## src/rtl/bram_stream_reader.sv

```systemverilog
// bram_stream_reader
//
// Streams a burst of words out of a synchronous-read BRAM (one cycle read
// latency) onto a valid/ready stream. A start pulse in idle captures the
// first address and word count. Reads are then issued at consecutive,
// wrapping addresses. Returned words go through a 2-entry FIFO, and the
// stream is driven from the FIFO head. The read-issue throttle never lets a
// returned word find the FIFO full, and it still allows one beat per cycle
// while m_ready stays high.
//
// Optional feature: define BRAM_READER_STATS_EN to add the stall_cycles
// output. stall_cycles is a saturating count of cycles with
// m_valid && !m_ready. It is cleared by rst and by an accepted start.
//
// Ports:
//   clk          - clock; all logic on the rising edge
//   rst          - synchronous active-high reset
//   start        - burst request pulse, sampled only while idle
//   start_addr   - first BRAM address of the burst (sampled with start)
//   count        - number of words, 0..2^ADDR_WIDTH (sampled with start)
//   raddr        - BRAM read address
//   rdata        - BRAM read data, valid one cycle after its raddr
//   m_valid      - stream word valid
//   m_ready      - downstream ready
//   m_data       - stream word
//   m_last       - final beat of the burst
//   busy         - burst in progress
//   done         - one-cycle completion pulse
//   stall_cycles - (BRAM_READER_STATS_EN only) stall counter

module bram_stream_reader #(
    parameter int unsigned DATA_WIDTH = 64,
    parameter int unsigned ADDR_WIDTH = 3
) (
    input  logic                  clk,
    input  logic                  rst,
    input  logic                  start,
    input  logic [ADDR_WIDTH-1:0] start_addr,
    input  logic [ADDR_WIDTH:0]   count,
    output logic [ADDR_WIDTH-1:0] raddr,
    input  logic [DATA_WIDTH-1:0] rdata,
    output logic                  m_valid,
    input  logic                  m_ready,
    output logic [DATA_WIDTH-1:0] m_data,
    output logic                  m_last,
    output logic                  busy,
    output logic                  done
`ifdef BRAM_READER_STATS_EN
    ,
    output logic [31:0]           stall_cycles
`endif
);

    localparam int unsigned CW = ADDR_WIDTH + 1;

    localparam logic [1:0] StIdle  = 2'd0;
    localparam logic [1:0] StRead  = 2'd1;
    localparam logic [1:0] StDrain = 2'd2;

    logic [1:0]            state_q, state_d;
    logic [ADDR_WIDTH-1:0] addr_q, addr_d;        // next address to issue
    logic [CW-1:0]         left_q, left_d;        // reads still to issue
    logic [ADDR_WIDTH-1:0] raddr_hold_q, raddr_hold_d;
    logic                  done_q, done_d;

    // Read pipeline: a read issued in cycle c returns data on rdata in c+1.
    logic                  rvalid_q;
    logic                  rlast_q;

    // 2-entry output FIFO
    logic [DATA_WIDTH-1:0] mem_q [2];
    logic [1:0]            last_q;
    logic                  wr_ptr_q;
    logic                  rd_ptr_q;
    logic [1:0]            cnt_q, cnt_d;

    logic                  pop;
    logic                  issue;
    logic                  issue_last;
    logic [2:0]            occ;

    assign m_valid = (cnt_q != 2'd0);
    assign m_data  = mem_q[rd_ptr_q];
    assign m_last  = m_valid && last_q[rd_ptr_q];
    assign pop     = m_valid && m_ready;
    assign busy    = (state_q != StIdle);
    assign done    = done_q;

    // A word issued now lands at the end of the next cycle. The FIFO content
    // after this edge (occupancy + word on rdata - beat leaving) must leave
    // room for it, even if nothing pops next cycle.
    assign occ        = 3'(cnt_q) + 3'(rvalid_q) - 3'(pop);
    assign issue      = (state_q == StRead) && (occ < 3'd2);
    assign issue_last = issue && (left_q == CW'(1));

    assign raddr        = issue ? addr_q : raddr_hold_q;
    assign raddr_hold_d = raddr;

    always_comb begin
        state_d = state_q;
        addr_d  = addr_q;
        left_d  = left_q;
        done_d  = 1'b0;
        case (state_q)
            StIdle: begin
                if (start) begin
                    if (count == '0) begin
                        done_d = 1'b1;
                    end else begin
                        state_d = StRead;
                        addr_d  = start_addr;
                        left_d  = count;
                    end
                end
            end
            StRead: begin
                if (issue) begin
                    addr_d = addr_q + ADDR_WIDTH'(1);
                    left_d = left_q - CW'(1);
                    if (issue_last) begin
                        state_d = StDrain;
                    end
                end
            end
            StDrain: begin
                if (pop && m_last) begin
                    state_d = StIdle;
                    done_d  = 1'b1;
                end
            end
            default: state_d = StIdle;
        endcase
    end

    always_comb begin
        cnt_d = cnt_q + 2'(rvalid_q) - 2'(pop);
    end

    always_ff @(posedge clk) begin
        if (rst) begin
            state_q      <= StIdle;
            addr_q       <= '0;
            left_q       <= '0;
            raddr_hold_q <= '0;
            done_q       <= 1'b0;
        end else begin
            state_q      <= state_d;
            addr_q       <= addr_d;
            left_q       <= left_d;
            raddr_hold_q <= raddr_hold_d;
            done_q       <= done_d;
        end
    end

    always_ff @(posedge clk) begin
        if (rst) begin
            rvalid_q <= 1'b0;
            rlast_q  <= 1'b0;
            mem_q[0] <= '0;
            mem_q[1] <= '0;
            last_q   <= 2'b00;
            wr_ptr_q <= 1'b0;
            rd_ptr_q <= 1'b0;
            cnt_q    <= 2'd0;
        end else begin
            rvalid_q <= issue;
            rlast_q  <= issue_last;
            if (rvalid_q) begin
                mem_q[wr_ptr_q]  <= rdata;
                last_q[wr_ptr_q] <= rlast_q;
                wr_ptr_q         <= ~wr_ptr_q;
            end
            if (pop) begin
                rd_ptr_q <= ~rd_ptr_q;
            end
            cnt_q <= cnt_d;
        end
    end

`ifdef BRAM_READER_STATS_EN
    logic [31:0] stall_q;

    assign stall_cycles = stall_q;

    always_ff @(posedge clk) begin
        if (rst) begin
            stall_q <= '0;
        end else if ((state_q == StIdle) && start) begin
            stall_q <= '0;
        end else if (m_valid && !m_ready && (stall_q != '1)) begin
            stall_q <= stall_q + 32'd1;
        end
    end
`endif

endmodule

```

## config.mk

```make
export PLATFORM = sky130hd
export DESIGN_NAME = bram_stream_reader
export DESIGN_NICKNAME = d
export VERILOG_FILES = /design/src/rtl/bram_stream_reader.sv
export SDC_FILE = /design/constraint.sdc
export NUM_CORES = 1
export LEC_CHECK = 0
export CAP_MARGIN = 20
export CORE_ASPECT_RATIO = 1.5
export CORE_MARGIN = 1
export CORE_UTILIZATION = 55
export DETAILED_ROUTE_END_ITERATION = 8
export PLACE_DENSITY = 0.86
export SLEW_MARGIN = 5
export SYNTH_ARGS = -nofsm -noshare
export SYNTH_HDL_FRONTEND = slang
export SYNTH_SLANG_ARGS = --single-unit
```

## constraint.sdc

```tcl
create_clock -name clk -period 4.4 [get_ports clk]
set_input_delay 0.88 -clock clk [delete_from_list [all_inputs] [get_ports clk]]
set_output_delay 0.88 -clock clk [all_outputs]
set_load 0.05 [all_outputs]
```

Word level (Yosys, flattened, before mapping)
Memories as Yosys holds them, arrays and structs flattened. A register that Yosys moved wholly into a read port is not among the register bits. Cells that the tools add are included.

Latch bits: 0. Output and inout port bits: 71. ROM bits: 0. Memories: 1. Input port bits: 75. Word-level logic and storage cells: 80. Bits in registers: 21. RAM bits: 128.

Mux-type cells: 34. Multiply operators: 0. Add/subtract/negate cells: 6. Magnitude comparators: 4. Shifts and indexed selects: 0. Divide/modulo/power cells: 0. Equality and inequality tests: 8. Reductions and logical operators: 14. Bitwise gates (word level): 2.

Memory list: mem_q (words 2, bits a word 64, read ports 1, clocked after memory_dff 1, wr ports 2, RTL line 71) `logic [DATA_WIDTH-1:0] mem_q [2];`.

Operator list (count): $mux W64 (1); $reduce_or A64 Y1 (1); $mux W1 (15); $mux W3 (4); $mux W4 (3); $mux W2 (5); $ne A2 B2 Y1 const B (5); $pmux W4 S2 (1); $logic_and A1 B1 Y1 (6); $pmux W2 S3 (1); $pmux W3 S2 (1); $reduce_bool A2 Y1 (3); $reduce_and A5 Y1 (1); $eq A4 B1 Y1 const B (1); $logic_not A4 Y1 (1); $lt A1 B2 Y1 const B (2); $reduce_and A4 Y1 (1); $sub A4 B1 Y4 const B (1); $add A2 B1 Y3 (1); $add A3 B1 Y3 const B (1); $lt A3 B2 Y1 const B (1); $sub A3 B1 Y3 (1); $add A2 B1 Y2 (1); $bwmux W2 (1); other kinds (8) (9).

Depth between registers and ports, before layout
Gate-level depths: netlist of run 1.

Word-level depth: 9. Gate-level depth with buffers: 12.

Least setup slack after synthesis of run 1
No wires, ideal clock.

Kind: input port to output port. Start point: input port m_ready. End point: output port raddr[0]. Path slack: 0.770 ns. Data arrival time: 2.750 ns. Required time: 3.520 ns. Path buffers: 1. Stages: 11. Path through: o21ai_0 -> inv_1 -> ha_1 -> inv_1 -> ha_1 -> inv_1 -> fa_1 -> xnor2_1 -> and3_1 -> buf_6 -> mux2_4.

Cells in the longest elaborated chain, start to end: 5.

Ends and longest elaborated chain: from (decl) (RTL line 43) `input logic m_ready,`; $logic_and A1 B1 Y1 (RTL line 85) `assign pop = m_valid && m_ready;`; net pop (RTL line 77) `logic pop;`; $sub A3 B1 Y3 (RTL line 92) `assign occ = 3'(cnt_q) + 3'(rvalid_q) - 3'(pop);`; $lt A3 B2 Y1 (RTL line 93) `assign issue = (state_q == StRead) && (occ < 3'd2);`; $logic_and A1 B1 Y1 (RTL line 93); $mux W3 (RTL line 96) `assign raddr = issue ? addr_q : raddr_hold_q;`; to (decl) (RTL line 40) `output logic [ADDR_WIDTH-1:0] raddr,`.

The timed path passes the listed nets, and every way through them passes these cells.

Worst setup path in the final report of run 1
Start point: input port m_ready. End point: output port raddr[2].

The elaborated chain is that of the path after synthesis.

==> Implementation_results.wiki, run 1 <==
{| class="wikitable"
! Metric !! Value
|-
| Average wire length per cell after detail routing || 17.37 um
|-
| Fraction of synthesis flops using an asynchronous set or reset pin || 0
|-
| Total cell area at the placement stage || 8222 um2
|-
| Inserted Clock Buffers || 17
|-
| Switching Power || 1.815 mW
|-
| DRC violation count after routing || 0
|-
| Dominant synthesized flop cell || sky130_fd_sc_hd__edfxtp_1
|-
| Buffers on Ports || 145
|-
| Placeable core region || 11590 um2
|-
| Worst min-delay path class || reg -> reg
|-
| Cell count after synthesis || 463
|-
| Period utilisation layout || 0.9666
|-
| Crit path capture type || primary output
|-
| Comb power frac || 0.364
|-
| Post-synthesis sequential element count || 150
|-
| Clock Latency Late Sink || 410 ps
|-
| Top-Level Pins || 146
|-
| Synthesized area per cell || 14.20 um2
|-
| Final Instance Area || 8845 um2
|-
| Number of slew-limit violations in the final report || 0
|-
| Actual transition at the worst max-transition pin || 559.3 ps
|-
| Total power after layout || 5.245 mW
|-
| Worst setup SP type || input port
|-
| Post-CTS setup buffers || 0
|-
| Horizontal die dimension || 91.28 um
|-
| Cell area after synthesis || 6576 um2
|-
| Internal power contribution || 3.430 mW
|-
| Clock Path Buffers || 2
|-
| Dominant cell type by area after synthesis || sky130_fd_sc_hd__edfxtp_1
|-
| WS Path Type || in -> out
|-
| First-pass GRT wire length || 21.49 mm
|-
| RSZ-0062 raised after global routing || no
|-
| IR drop worst, VDD || 0.4158 mV
|-
| TNS Setup || 0 ps
|-
| Fraction of layout instances using a drive strength above 1 || 0.2029
|-
| Root buffer cell || sky130_fd_sc_hd__clkbuf_16
|-
| Via density || 5.273
|-
| Final setup viols || 0
|-
| Clock tree from TritonCTS || yes
|-
| First drt pass iteration count || 4
|-
| Slowest cell on the critical path || sky130_fd_sc_hd__clkdlybuf4s50_1
|-
| Rows || 48
|-
| Largest net degree at the start of global routing || 52
|-
| Fraction of the mapped netlist area in simple logic gates || 0.1547
|-
| Clock Sinks || 150
|-
| Clock slew at reported path FFs || 50 ps
|-
| Arrival time reported for the critical path endpoint || 3370 ps
|-
| Syn-to-layout area delta || 34.49%
|-
| Die area || 12410 um2
|-
| Fraction of the mapped netlist area in adder cells || 0.01256
|-
| Total count of hold-check failures in the final report || 0
|-
| Critical path peak fanout || 4
|-
| Max-capacitance violation count || 0
|-
| Share of cell area taken by muxes after synthesis || 0.1197
|-
| Final critical delay including setup and external delays || 4253 ps
|-
| Share of the synthesized area in compound gates (AO/OA/AOI/OAI) || 0.03025
|-
| Slowest Stage Delay on Critical Path || 460 ps
|-
| Number of inserted filler cells in the final layout || 694
|-
| Clk pwr share || 0.280
|-
| Max Freq || 0.2351 GHz
|-
| Total number of H-tree levels || 4
|-
| Detailed-route wire length || 13.48 mm
|-
| Worst clock skew || 10.41 ps
|-
| Xor/xnor cell area share of the yosys netlist || 0.003995
|-
| Post-Synthesis Net Count || 544
|-
| Relative slew slack || 0.6260
|-
| Die Height || 135.9 um
|-
| Switch share || 0.3461
|-
| Most used cell along the critical path || sky130_fd_sc_hd__inv_1
|-
| Effective utilization at floorplan || 0.5674
|-
| Sequential fraction of the synthesis area || 0.6514
|-
| Dominant combinational cell family by area after synthesis || simple AND/OR/NAND/NOR gates
|-
| Post-synth EDFFs || 128
|-
| Number of global-route vias before repair || 4368
|-
| Aggregate global-route resource usage || 0.2296
|-
| Initial antenna violation count || 0
|-
| Leakage power || 3.350 nW
|-
| Overall overflow remaining after global route || 0
|-
| Sequential share of power || 0.357
|-
| GPL Wtd Cong || 0.7883
|-
| Post-synthesis cell type count || 40
|-
| Via total after detailed routing || 4092
|-
| Area of all sequential standard cells || 4285 um2
|-
| Required time at the endpoint of the critical path || 3520 ps
|-
| PD cells || 593.0 nW/um2
|-
| Ranking of synthesized cells by area || sky130_fd_sc_hd__edfxtp_1 58%, sky130_fd_sc_hd__and2_1 12%, sky130_fd_sc_hd__mux2_2 11%, sky130_fd_sc_hd__dfxtp_1 6.7%, sky130_fd_sc_hd__clkbuf_1 0.97%
|-
| Outcome || completed
|-
| Proportion of netlist area held by the largest area contributor || 0.5845
|-
| Number of antenna cells inserted || 0
|-
| Crit path cell chain || clkdlybuf4s50_1 -> o21ai_0 -> inv_1 -> ha_1 -> inv_1 -> ha_1 -> inv_1 -> fa_1 -> xnor2_2 -> and3_4 -> mux2_4 -> buf_4
|-
| Number of routed nets with antenna violations || 0
|-
| Number of nets at the end of the flow || 694
|-
| Area used by multi-input combinational logic || 2137 um2
|-
| Starting DRT DRC Count || 213
|-
| Yosys warns || 0
|-
| HPWL reported at the end of detailed placement || 8.875 mm
|}
-- critical path, delay by kind of cell --
kind / cells / cell delay [ps]
XOR/XNOR: 1 / 190
AO/OA/AOI/OAI: 1 / 100
AND/OR/NAND/NOR: 1 / 260
adder cells (fa/ha/maj): 3 / 780
buffers and inverters: 5 / 850
multiplexers: 1 / 320
-- sequential cells by signal, indices dropped and copies added, names as in the netlist, named ones only --
register / flops
cnt_q: 2
wr_ptr_q: 1
done: 1
raddr_hold_q: 3
left_q: 4
rd_ptr_q: 1
state_q: 2
addr_q: 3
rlast_q: 1
rvalid_q: 1
last_q: 2
mem_q: 128
-- metal layers --
metal | wire length [um] | track usage
met3 | 595 | 0.05257
met1 | 4974 | 0.2416
met2 | 7769 | 0.4444
met5 | 0 | 0
met4 | 139 | 0.07937
-- layout by cell type, fill, tap and decap left out, types with 2 or more instances in the layout --
cell type | Yosys | final
sky130_fd_sc_hd__nand2_1 | 6 | 6
sky130_fd_sc_hd__a21o_2 | 0 | 2
sky130_fd_sc_hd__clkinv_4 | 0 | 2
sky130_fd_sc_hd__clkdlybuf4s50_1 | 0 | 142
sky130_fd_sc_hd__clkinvlp_4 | 0 | 5
sky130_fd_sc_hd__a21oi_1 | 6 | 6
sky130_fd_sc_hd__mux2_2 | 65 | 65
sky130_fd_sc_hd__buf_12 | 0 | 3
sky130_fd_sc_hd__nand2b_1 | 2 | 2
sky130_fd_sc_hd__edfxtp_1 | 128 | 128
sky130_fd_sc_hd__clkbuf_1 | 17 | 2
sky130_fd_sc_hd__buf_4 | 1 | 13
sky130_fd_sc_hd__nand3_1 | 3 | 3
sky130_fd_sc_hd__ha_1 | 5 | 5
sky130_fd_sc_hd__inv_1 | 12 | 12
sky130_fd_sc_hd__clkbuf_16 | 0 | 17
sky130_fd_sc_hd__and2_1 | 128 | 128
sky130_fd_sc_hd__nor2b_1 | 6 | 6
sky130_fd_sc_hd__mux2_4 | 3 | 3
sky130_fd_sc_hd__or2b_1 | 2 | 2
sky130_fd_sc_hd__bufinv_16 | 0 | 3
sky130_fd_sc_hd__o21ai_0 | 7 | 7
sky130_fd_sc_hd__a211oi_1 | 3 | 3
sky130_fd_sc_hd__nor4_1 | 2 | 2
sky130_fd_sc_hd__dfxtp_1 | 22 | 21
sky130_fd_sc_hd__clkbuf_8 | 0 | 2
sky130_fd_sc_hd__nor2_1 | 14 | 14
sky130_fd_sc_hd__nor3b_2 | 0 | 2
-- timing repair --
action | 4_1_cts | 5_1_grt
setup endpoints to repair | 0 | 3
resized for setup | 0 | 3
hold buffers | 0 | 0
-- worst paths after layout --
path	start	end	slack (ps)	depth (start not counted)
worst max-delay path	m_ready	raddr[2]	150	12
worst min-delay path	rlast_q	last_q[0]	490	2
worst max register to register	cnt_q[1]	left_q[0]	1630	11
worst min register to register	rlast_q	last_q[0]	490	2
-- synthesized netlist by cell type (all sizes together), types with 6 or more instances --
cell type / count
o21ai: 7
nor2b: 7
and2: 128
a21oi: 6
dfxtp: 22
nand2: 6
nor2: 14
clkbuf: 17
edfxtp: 128
buf: 10
mux2: 68
inv: 12
-- power by group through the flow --
stage                     clock (mW)  combinational (mW)  sequential, mW
after global placement             0                1.87            1.88
after detailed placement           0                1.90            1.90
final                           1.47                1.91            1.87
after global routing            1.54                2.00            1.89
after floorplan                    0                1.33            1.86
after CTS                       1.48                1.91            1.87
-- logic make-up (layout without fill, tap and decap cells) --
group	after synthesis	after routing
xor gates and xnor gates	3	3
buffers and inverters	39	202
AOI/OAI and AO/OA	27	27
adders and majority gates	6	6
muxes	69	69
and+or+nand+nor	169	169
DFF	150	150
-- per-stage QoR --
stage	utilization	setup WS (ps)	hold slack, ps	std cells
after CTS	0.7620	18.84	481.2	776
after detailed placement	0.7093	115.5	450.3	744
after global routing	0.7631	15.58	489.5	776
after floorplan	-	769.6	424.9	463
final	0.7631	146.9	486.8	776
after global placement	0.7093	181.4	440.8	744
-- cell type report --
| type | count | share of cell area |
|---|---|---|
| clock buffer | 21 | 0.05206 |
| clock inverter | 11 | 0.01698 |
| inverter | 12 | 0.005093 |
| multi-input combinational | 274 | 0.2416 |
| sequential | 150 | 0.4845 |
| tap | 150 | 0.02122 |
| timing repair buffer | 158 | 0.1785 |
No activity file was read; power rests on OpenSTA's default activity.
==> inputs of run 2 (changes only) <==
--- a/config.mk
+++ b/config.mk
@@ -6,11 +6,13 @@
 export NUM_CORES = 1
 export LEC_CHECK = 0
 export CAP_MARGIN = 20
+export CELL_PAD_IN_SITES_DETAIL_PLACEMENT = 1
+export CELL_PAD_IN_SITES_GLOBAL_PLACEMENT = 1
 export CORE_ASPECT_RATIO = 1.5
 export CORE_MARGIN = 1
-export CORE_UTILIZATION = 55
+export CORE_UTILIZATION = 44
 export DETAILED_ROUTE_END_ITERATION = 8
-export PLACE_DENSITY = 0.86
+export PLACE_DENSITY = 0.89
 export SLEW_MARGIN = 5
 export SYNTH_ARGS = -nofsm -noshare
 export SYNTH_HDL_FRONTEND = slang
==> Implementation_results.wiki, run 2 (synthesized netlist as in run 1, its figures left out) <==
{| class="wikitable"
! Metric !! Value
|-
| Top-Level Pins || 146 (unchanged)
|-
| Inserted Clock Buffers || 17 (unchanged)
|-
| Most used cell along the critical path || sky130_fd_sc_hd__inv_1 (unchanged)
|-
| Number of antenna cells inserted || 0 (unchanged)
|-
| Sequential share of power || 0.363 (was 0.357)
|-
| Critical path peak fanout || 5 (was 4)
|-
| Fraction of layout instances using a drive strength above 1 || 0.1945 (was 0.2029)
|-
| First drt pass iteration count || 4 (unchanged)
|-
| Number of hold-repair buffers added at the cts stage || 0 (unchanged)
|-
| Buffers on Ports || 145 (unchanged)
|-
| Crit path capture type || primary output (unchanged)
|-
| Initial antenna violation count || 0 (unchanged)
|-
| Final Instance Count excl. Fillers || 818 (was 776)
|-
| Minimum setup slack among reg-to-reg paths || 1630 ps (about the same)
|-
| Worst setup SP type || input port (unchanged)
|-
| Actual transition at the worst max-transition pin || 990.6 ps (was 559.3 ps)
|-
| Crit path cell chain || clkdlybuf4s50_1 -> o21ai_0 -> inv_1 -> ha_1 -> inv_1 -> ha_1 -> inv_1 -> fa_1 -> xnor2_1 -> and3_4 -> mux2_4 -> buf_4 (was clkdlybuf4s50_1 -> o21ai_0 -> inv_1 -> ha_1 -> inv_1 -> ha_1 -> inv_1 -> fa_1 -> xnor2_2 -> and3_4 -> mux2_4 -> buf_4)
|-
| Required time at the endpoint of the critical path || 3520 ps (about the same)
|-
| Largest registers in the final layout || mem_q (128), left_q (4) (unchanged)
|-
| Rows || 54 (was 48)
|-
| WS Path Type || in -> out (unchanged)
|-
| Placeable core region || 14590 um2 (was 11590 um2)
|-
| Met3 capacity usage during global routing || 0.06101 (was 0.05257)
|-
| Number of global-route vias before repair || 4617 (was 4368)
|-
| Clk pwr share || 0.269 (was 0.280)
|-
| Aggregate global-route resource usage || 0.2180 (was 0.2296)
|-
| RSZ-0062 raised after global routing || no (unchanged)
|-
| Effective utilization at floorplan || 0.4506 (was 0.5674)
|-
| Number of slew-limit violations in the final report || 0 (unchanged)
|-
| Detailed-route wire length || 15.88 mm (was 13.48 mm)
|-
| IR drop worst, VDD || 0.2989 mV (was 0.4158 mV)
|-
| # placed instances || 787 (was 744)
|-
| Top reg by flops || mem_q (unchanged)
|-
| Worst min-delay path class || reg -> reg (unchanged)
|-
| Met2 Usage GRT || 0.4277 (was 0.4444)
|-
| Relative slew slack || 0.3375 (was 0.6260)
|-
| Clock slew at reported path FFs || 60 ps (was 50 ps)
|-
| Leakage power || 3.314 nW (was 3.350 nW)
|-
| Root buffer cell || sky130_fd_sc_hd__clkbuf_16 (unchanged)
|-
| Switching Power || 1.863 mW (was 1.815 mW)
|-
| Via total after detailed routing || 4077 (was 4092)
|-
| Overall overflow remaining after global route || 0 (unchanged)
|-
| PD cells || 588.1 nW/um2 (was 593.0 nW/um2)
|-
| Final setup viols || 0 (unchanged)
|-
| Number of resized instances in the post-cts repair step || 0 (unchanged)
|-
| Clock tree from TritonCTS || yes (unchanged)
|-
| Most heavily used metal layer in global routing || met2 (unchanged)
|-
| Area used by multi-input combinational logic || 2130 um2 (was 2137 um2)
|-
| Horizontal die dimension || 101.8 um (was 91.28 um)
|-
| Slowest Stage Delay on Critical Path || 480 ps (was 460 ps)
|-
| Via density || 4.984 (was 5.273)
|-
| Comb power frac || 0.368 (was 0.364)
|-
| Max Freq || 0.2355 GHz (was 0.2351 GHz)
|-
| Number of inserted filler cells in the final layout || 1455 (was 694)
|-
| Largest net degree at the start of global routing || 48 (was 52)
|-
| Worst clock skew || 8.683 ps (was 10.41 ps)
|-
| Period utilisation layout || 0.9651 (was 0.9666)
|-
| Cell class contributing the biggest share of worst-path delay || buffers and inverters (unchanged)
|-
| Number of nets at the end of the flow || 691 (was 694)
|-
| HPWL reported at the end of detailed placement || 10.76 mm (was 8.875 mm)
|-
| Max-capacitance violation count || 0 (unchanged)
|-
| Clock Sinks || 150 (unchanged)
|-
| Post-CTS setup buffers || 0 (unchanged)
|-
| DRC violation count after routing || 0 (unchanged)
|-
| Largest register FFs || 128 (unchanged)
|-
| Met1 track demand over resource in global routing || 0.2106 (was 0.2416)
|-
| Syn-to-layout area delta || 34.19% (was 34.49%)
|-
| Number of buffer and inverter instances along the worst setup path || 5 (unchanged)
|-
| Slowest cell on the critical path || sky130_fd_sc_hd__clkdlybuf4s50_1 (unchanged)
|-
| Average wire length per cell after detail routing || 19.42 um (was 17.37 um)
|-
| Number of routed nets with antenna violations || 0 (unchanged)
|-
| TNS Setup || 0 ps (unchanged)
|-
| Total count of hold-check failures in the final report || 0 (unchanged)
|-
| Die area || 15450 um2 (was 12410 um2)
|-
| Area of all sequential standard cells || 4285 um2 (unchanged)
|-
| Leading cell type in the layout, fill and taps excluded || sky130_fd_sc_hd__clkdlybuf4s50_1 (unchanged)
|-
| Die Height || 151.7 um (was 135.9 um)
|-
| First-pass GRT wire length || 24.18 mm (was 21.49 mm)
|-
| Outcome || completed (unchanged)
|-
| Highest-count cells in the layout ignoring fill and taps || 142 x sky130_fd_sc_hd__clkdlybuf4s50_1, 128 x sky130_fd_sc_hd__and2_1, 128 x sky130_fd_sc_hd__edfxtp_1 (unchanged)
|-
| Switch share || 0.3590 (was 0.3461)
|-
| Clock Path Buffers || 2 (unchanged)
|-
| GPL Wtd Cong || 0.7363 (was 0.7883)
|-
| Clock Latency Late Sink || 420 ps (was 410 ps)
|-
| Arrival time reported for the critical path endpoint || 3370 ps (about the same)
|-
| Starting DRT DRC Count || 101 (was 213)
|-
| Final critical delay including setup and external delays || 4246 ps (was 4253 ps)
|-
| Total number of H-tree levels || 4 (unchanged)
|-
| Internal power contribution || 3.327 mW (was 3.430 mW)
|}
-- run 2: cell types whose count changed in the layout (fill, tap and decap cells not counted) --
cell / before / now
sky130_fd_sc_hd__xnor2_1: 1 / 2
sky130_fd_sc_hd__clkinv_2: 1 / 2
sky130_fd_sc_hd__inv_6: 0 / 2
sky130_fd_sc_hd__buf_4: 13 / 10
sky130_fd_sc_hd__clkbuf_8: 2 / 0
sky130_fd_sc_hd__clkinv_1: 0 / 1
sky130_fd_sc_hd__clkinv_4: 2 / 1
sky130_fd_sc_hd__xnor2_2: 1 / 0
sky130_fd_sc_hd__bufinv_16: 3 / 2
sky130_fd_sc_hd__clkinvlp_4: 5 / 4
-- run 2: cell type report --
| class | count | share of cell area |
|---|---|---|
| Inverter | 12 | 0.005104 |
| Multi-Input combinational cell | 274 | 0.2413 |
| Sequential cell | 150 | 0.4856 |
| Tap cell | 196 | 0.02779 |
| Clock buffer | 19 | 0.04906 |
| Clock inverter | 12 | 0.01475 |
| Timing Repair Buffer | 155 | 0.1764 |
-- run 2: final timing paths --
kind	start	to	cells after the start
worst max-delay path	m_ready	raddr[1]	12
worst min-delay path	rlast_q	last_q[1]	2
worst max register to register	cnt_q[1]	left_q[0]	11
worst min register to register	rlast_q	last_q[1]	2
-- run 2: per-stage QoR --
| stage | util | cell area, um2 | total power [mW] | hold slack (ps) | setup WS, ps |
|---|---|---|---|---|---|
| after floorplan | - | 6576 | 3.183 | 424.9 | 769.6 |
| after detailed placement | 0.5658 | 8257 | 3.825 | 460.0 | 42.23 |
| final | 0.6047 | 8825 | 5.190 | 471.3 | 153.6 |
| after global placement | 0.5658 | 8257 | 3.757 | 440.0 | 127.2 |
| after CTS | 0.6043 | 8820 | 5.248 | 473.7 | 37.44 |
| after global routing | 0.6047 | 8825 | 5.383 | 513.3 | 13.06 |
-- run 2: power by group through the flow --
stage | Clock [mW] | Combinational [mW] | Sequential (mW)
2_1_floorplan | 0 | 1.33 | 1.86
3_3_place_gp | 0 | 1.87 | 1.89
3_5_place_dp | 0 | 1.91 | 1.92
4_1_cts | 1.43 | 1.92 | 1.89
5_1_grt | 1.48 | 1.99 | 1.91
6_report | 1.40 | 1.91 | 1.88
-- run 2: routing by layer --
layer	part of all wire	wire, um
met1	0.35	5637
met2	0.58	9209
met3	0.045	717
met4	0.020	319
met5	0	0
-- run 2: worst min-delay path: cells and delay by family (launching register included) --
family	cells	cell delay, ps
AOI/OAI and AO/OA	1	60
DFF	1	330
and+or+nand+nor	1	50
